[config.mk]
export PLATFORM = sky130hd
export DESIGN_NAME = adc_block_accumulator
export DESIGN_NICKNAME = d
export VERILOG_FILES = /design/src/rtl/adc_block_accumulator.sv
export SDC_FILE = /design/constraint.sdc
export NUM_CORES = 1
export LEC_CHECK = 0
export CORE_MARGIN = 1.5
export CORE_UTILIZATION = 25
export CTS_BUF_LIST = sky130_fd_sc_hd__clkbuf_8
export CTS_CLUSTER_SIZE = 16
export DETAILED_ROUTE_END_ITERATION = 12
export PLACE_DENSITY_LB_ADDON = 0.12
export SYNTH_ARGS = -nofsm -noshare
export SYNTH_HDL_FRONTEND = slang
export SYNTH_SLANG_ARGS = --single-unit
[constraint.sdc]
create_clock -name clk -period 2.7 [get_ports clk]
set_input_delay 0.675 -clock clk [delete_from_list [all_inputs] [get_ports clk]]
set_output_delay 0.675 -clock clk [all_outputs]
set_load 0.05 [all_outputs]
[src/rtl/adc_block_accumulator.sv]
// adc_block_accumulator
// Sums blocks of 2**LOG2_N consecutive ADC samples from one channel into an
// ACC_W-bit block sum. The sum is presented in an output register behind a
// valid/ready handshake. Blocks are accumulated back-to-back with no gap.
//
// Optional feature macro: OVERRUN_CNT_EN
//   When it is defined, the module has an extra 8-bit port, overrun_cnt. This
//   port holds a saturating count of overrun pulses and is cleared only by rst.
//
// Handshake: acc_out/acc_valid form the producer side. A block sum is
// transferred in any cycle where acc_valid && acc_ready. While acc_valid is 1
// and acc_ready is 0, acc_out is held stable. A block that completes while the
// output register is still full and not being consumed is dropped, and
// overrun pulses for one cycle.
module adc_block_accumulator #(
  parameter int SAMPLE_W = 12,
  parameter int LOG2_N   = 8
) (
  input  logic                         clk,
  input  logic                         rst,
  input  logic                         enable,
  input  logic [SAMPLE_W-1:0]          sample_in,
  input  logic                         sample_valid,
  output logic [SAMPLE_W+LOG2_N-1:0]   acc_out,
  output logic                         acc_valid,
  input  logic                         acc_ready,
  output logic                         busy,
  output logic                         overrun
`ifdef OVERRUN_CNT_EN
  ,
  output logic [7:0]                   overrun_cnt
`endif
);

  localparam int ACC_W = SAMPLE_W + LOG2_N;
  localparam logic [LOG2_N-1:0] CNT_ONE = 1;

  typedef enum logic {
    IDLE = 1'b0,
    RUN  = 1'b1
  } state_t;

  state_t            state;
  logic [ACC_W-1:0]  acc;
  logic [LOG2_N-1:0] cnt;

  logic              accept;
  logic              block_done;
  logic              load_ok;
  logic [ACC_W-1:0]  sum;

  // Sample qualification, block-complete detection and the running sum.
  always_comb begin
    accept     = 1'b0;
    block_done = 1'b0;
    load_ok    = 1'b0;
    sum        = '0;
    accept     = (state == RUN) && enable && sample_valid;
    // cnt all-ones means this accepted sample is the last one of the block
    block_done = accept && (&cnt);
    load_ok    = !acc_valid || acc_ready;
    sum        = acc + {{LOG2_N{1'b0}}, sample_in};
  end

  // Control FSM, accumulator, and output register with its handshake.
  always_ff @(posedge clk) begin
    if (rst) begin
      state     <= IDLE;
      acc       <= '0;
      cnt       <= '0;
      acc_out   <= '0;
      acc_valid <= 1'b0;
      busy      <= 1'b0;
      overrun   <= 1'b0;
    end else begin
      overrun <= 1'b0;

      case (state)
        IDLE: begin
          if (enable) begin
            state <= RUN;
            busy  <= 1'b1;
          end
        end
        RUN: begin
          if (!enable) begin
            // abort: the partial block is discarded, the output register is kept
            state <= IDLE;
            busy  <= 1'b0;
            acc   <= '0;
            cnt   <= '0;
          end else if (sample_valid) begin
            if (&cnt) begin
              acc <= '0;
              cnt <= '0;
            end else begin
              acc <= sum;
              cnt <= cnt + CNT_ONE;
            end
          end
        end
        default: begin
          state <= IDLE;
          busy  <= 1'b0;
        end
      endcase

      // A completion takes priority over a plain consume. Loading in the same
      // cycle as a consume keeps acc_valid high with the new sum.
      if (block_done) begin
        if (load_ok) begin
          acc_out   <= sum;
          acc_valid <= 1'b1;
        end else begin
          overrun <= 1'b1;
        end
      end else if (acc_valid && acc_ready) begin
        acc_valid <= 1'b0;
      end
    end
  end

`ifdef OVERRUN_CNT_EN
  // Saturating count of dropped blocks; sticks at 255 until reset.
  always_ff @(posedge clk) begin
    if (rst) begin
      overrun_cnt <= '0;
    end else if (block_done && !load_ok && (overrun_cnt != 8'hFF)) begin
      overrun_cnt <= overrun_cnt + 8'd1;
    end
  end
`endif

endmodule

Word level (Yosys, flattened, before mapping)
Cells that the tools add are included.
Cells by class
  add/subtract/negate cells: 2
  equal/unequal tests: 4
  muxes and demuxes: 14
  bitwise logic cells: 2
  reduce and logical (&&, ||, !) cells: 13
Operators with widths (count)
  $mux 20: 3
  $mux 8: 3
  $add 20x12->20: 1
  $add 8x1->8 const B: 1
  $reduce_and 2->1: 4
  $reduce_and 8->1: 1
  $mux 1: 7
  $logic_and 1x1->1: 4
  $ne 2x1->1 const B: 2
  $ne 2x2->1 const B: 2
  $not 1->1: 2
  $pmux 1 s2: 1
  $reduce_bool 2->1: 1
  $reduce_or 2->1: 1
  $logic_not 1->1: 1
  $logic_or 1x1->1: 1
Storage, ports and cells
  register bits: 52
  input port bits: 17
  output and inout port bits: 23

Longest topological paths before layout
  depth in word-level cells: 5
  depth in mapped cells: 9
  mapped depth without buffers: 9

Worst setup path before layout
No wires, ideal clock.
  path type: input port to flip-flop
  start point: input port sample_in[0]
  end point: register acc_out[10]
  library setup time: 0.060 ns
  data arrival time: 2.556 ns
  required time: 2.640 ns
  path slack: 0.084 ns
  stages on the path: 9
  cell sequence: ha_1 inv_1 fa_1 nor2b_1 o21bai_1 a21oi_1 nor3_1 or4b_2 nand2_1
On the way
  word-level cells in the longest chain between the ends: 1
RTL lines
  start: declaration: line 22  | input logic [SAMPLE_W-1:0] sample_in,
  $add 20x12->20: line 62  | sum = acc + {{LOG2_N{1'b0}}, sample_in};
  end signal: assignment: line 112  | acc_out <= sum;
  end: declaration: line 24  | output logic [SAMPLE_W+LOG2_N-1:0] acc_out,
Every way passes these cells.
A chain may end at the register's enable or synchronous reset.

Final worst setup path
  start point: input port sample_in[8]
  end point: register acc[19]
On the way
  word-level cells in the longest chain between the ends: 4
RTL lines
  $add 20x12->20: line 62
  $mux 20: line 93  | if (&cnt) begin
  $mux 20: line 92  | end else if (sample_valid) begin
  $mux 20: line 86  | if (!enable) begin
  end signal: assignment: line 97  | acc <= sum;
  end: declaration: line 44  | logic [ACC_W-1:0] acc;
Every way passes these cells. The select of a mux whose other input is x is not followed.

==> results by group <==
Outcome
  – Status: complete, no violations

Global route
  – Wire length of the first global-routing pass: 12500 um
  – Total global routing overflow: 0
  – Global Route Usage Sum: 13.8%
  – Initial antenna violation count: 0
  – Vias in the first global route: 2471
  – Largest net degree at the start of global routing: 18

Die
  – Cell Rows: 37
  – Die Height: 106 um
  – Total Die Area: 11300 um2
  – Starting Density: 25.8%
  – Die width: 106 um
  – IO Count: 40
  – Core area: 10400 um2

Timing
  – Final Hold Fails: 0
  – Tmin final: 2.58 ns
  – Max transition margin: 64.5%
  – Clock Skew: 0.00966 ns
  – Final setup violation count: 0
  – Worst-Margin Slew: 0.531 ns
  – F_max: 388 MHz
  – Slew Limit Fails: 0
  – Final WS setup: 0.124 ns
  – RSZ-0062 raised after global routing: false
  – Sum Neg Setup Slack: 0 ns
  – Tcrit/Tclk final: 95.4%

Final layout
  – Nets: 432
  – Fraction of layout cells with a size suffix above 1: 21.4%
  – Number of diodes: 0
  – Synth-to-Final Area Change: 43.1%
  – Fillers: 1122
  – Util after Layout: 36.9%
  – Non-filler instance count after layout: 537
  – Finished Cell Area: 3830 um2

Placement
  – Placed wire-length estimate: 5830 um
  – Routability cong.: 0.793
  – Placed cell areas: 3540 um2
  – Placement Setup Slack: -0.656 ns
  – Dpl cells: 526
  – Port buffer count: 39

CTS
  – Max Buffers Root-to-Sink: 2
  – TritonCTS clock tree: done
  – H-tree depth: 2
  – Clock latency on the worst-skew pair: 0.31 ns
  – Clock-pin slew on the worst setup and hold paths: 0.10 ns
  – Clock net sink count: 52
  – Post-CTS Hold Buffers: 0
  – CTS buffer count: 5
  – Root buffer cell: clkbuf_8

Critical path
  – Critical path peak fanout: 5
  – Buf+Inv Stages, Crit Path: 1
  – CP max stage delay: 0.49 ns
  – Reg2reg path depth: 8
  – Critical Path RT: 2.94 ns
  – Worst reg-to-reg setup slack: 0.43 ns
  – Critical-path top delay cell: or4_4
  – Reg-to-reg critical path startpoint: acc[0]
  – Critical path class: in2reg
  – R2r endpoint: acc[19]
  – CP cell instances: clkdlybuf4s50_1 -> ha_1 -> a21oi_1 -> o21ai_0 -> nor2_2 -> and2_4 -> or4_4 -> a31oi_1
  – WP data arrival: 2.81 ns
  – Critical Path Start Type: input pin
  – Critical path depth: 8
  – CP top delay family: simple AND/OR/NAND/NOR gates
  – CP Capture Type: register

Logic synthesis
  – Syn_area_per_cell: 8.47 um2
  – Adder-cell share of the synthesized area: 7.30%
  – Post-Synth Simple-Gate Area: 21.5%
  – Register area share after synthesis: 38.9%
  – Largest family of logic cells by synthesized area: compound AO/OA/AOI/OAI gates
  – Synth area leader: dfxtp_1
  – Post-synth net total: 348
  – EDFF count, synth: 0
  – Synth top area cells: dfxtp_1, ha_1, a21oi_1
  – Async SR Flop Fraction: 0%
  – Ys flop type: dfxtp_1
  – Compound-Gate Fraction of Synth Area: 24.6%
  – Synth Warn #: 0
  – XOR/XNOR share of the synthesized area: 4.91%
  – Area of the mapped netlist: 2680 um2
  – Post-synthesis mux area share: 0%
  – #FFs+latches synth: 52
  – Synth top area share: 38.9%
  – Yosys cell types: 49
  – Syn Inst Count: 316

Run
  – Max cap viols: 0

Drt
  – Routed WL: 7500 um
  – Initial DRC count: 84
  – Post-DRT Antenna Nets: 0
  – Drt drc: 0
  – Vias: 2520
  – First-pass detailed-route iteration total: 4
  – Drt wl/cell: 14.0 um
  – Drt via density: 4.69

Hold path
  – HP Class: reg2reg
  – Worst hold path startpoint: acc_out[4]
  – Hold endpoint: acc_out[4]
  – Hold path depth: 2

Pwr
  – Leak: 1.48 nW
  – Peak VDD IR: 0.227 mV
  – PwrDens: 408 nW/um2
[power breakdown]
| group | leakage, nW | internal (mW) | switching [mW] | total [mW] |
|---|---|---|---|---|
| clock network | 0.0541 | 0.275 | 0.275 | 0.550 |
| logic | 1.00 | 0.113 | 0.113 | 0.225 |
| registers | 0.420 | 0.777 | 0.00939 | 0.787 |
| total | 1.48 | 1.16 | 0.397 | 1.56 |
[synth_stat cells (4+ instances only)]
cell       n
nand3_1    8
o21bai_1   4
xnor2_1   13
nand2_1   32
nand3b_1   4
a31oi_1    4
a211oi_1   9
a21o_1     6
ha_1      14
clkbuf_1   6
nor2_1    32
a22o_1    10
inv_1      9
and3_1     4
a21oi_1   32
o21ai_0   14
dfxtp_1   52
nor3_1     9
buf_2      4
[cell usage in the layout (no fill, tap or decap), types with 3 or more instances in the layout]
cell type and n:
a211oi_1 8, a211oi_2 3, a21o_1 6, a21oi_1 31, a22o_1 10, a31oi_1 4, and3_1 4, buf_4 47
clkbuf_8 5, clkdlybuf4s50_1 32, dfxtp_1 52, dlymetal6s2s_1 6, ha_1 7, ha_4 6, inv_1 9, nand2_1 32
nand2b_1 3, nand3_1 8, nand3b_1 4, nand4_1 3, nor2_1 31, nor3_1 8, nor3b_1 3, o211ai_1 3
o21a_1 3, o21ai_0 14, o21bai_1 3, xnor2_1 13
[per-layer routing]
metal | vias up | track usage, % | part of all wire, %
met5 | - | 0 | 0
met2 | 25 | 22.7 | 45
met1 | 1178 | 18.9 | 51
met4 | 0 | 2.86 | 0.75
met3 | 5 | 2.58 | 2.6
li1 | 1312 | - | -
[kinds of logic after synthesis]
kind of cell	count (synthesis)
adders and majority gates	15
AOI/OAI and AO/OA	99
xor gates and xnor gates	15
DFF	52
and+or+nand+nor	116
buffers and inverters	19
[cell type report]
type                    instances  area (um2)  area share [%]
flip-flops and latches         52        1040            27.2
clock inverters                 3        42.5            1.11
multi-input cells             245        1700            44.5
inverters                       9        33.8           0.882
clock buffers                   5        68.8            1.80
repair buffers                 87         768            20.1
well taps                     136         170            4.44
[worst reg2reg max path, stage by stage, from the launching register on]
cell and delay (ns):
dfxtp_1 0.35, ha_2 0.20, buf_6 0.10, a21o_1 0.15, o21ai_2 0.09, a2111o_1 0.50
and2_4 0.19, or4_4 0.49, a31oi_1 0.13
[worst max path at each step]
stage | to | slack, ns | from
finish | acc[19] | 0.12 | sample_in[8]
global route | acc[19] | 0.002 | sample_in[8]
CTS | acc[19] | 0.004 | sample_in[6]
detailed placement | acc_out[10] | -0.66 | sample_in[0]
global placement | acc_out[10] | -0.63 | sample_in[0]
floorplan | acc_out[10] | 0.08 | sample_in[0]
[state kept, by name, summed over array words and instances, names as in the netlist]
signal	cells
acc	20
acc_out	20
cnt	8
acc_valid	1
busy	1
overrun	1
state	1
[stage by stage]
stage | power [mW] | hold WS, ns
CTS | 1.58 | 0.462
floorplan | 0.914 | 0.426
global route | 1.64 | 0.476
detailed placement | 1.02 | 0.447
global placement | 1.02 | 0.436
finish | 1.56 | 0.459
[repair_timing]
action / CTS / global route
setup buffers: 1 / 2
gates resized for setup: 12 / 17
pin swaps: 2 / 13
endpoints found under the setup margin: 13 / 11
gates cloned: 0 / 0
(Power assumes the default switching activity.)
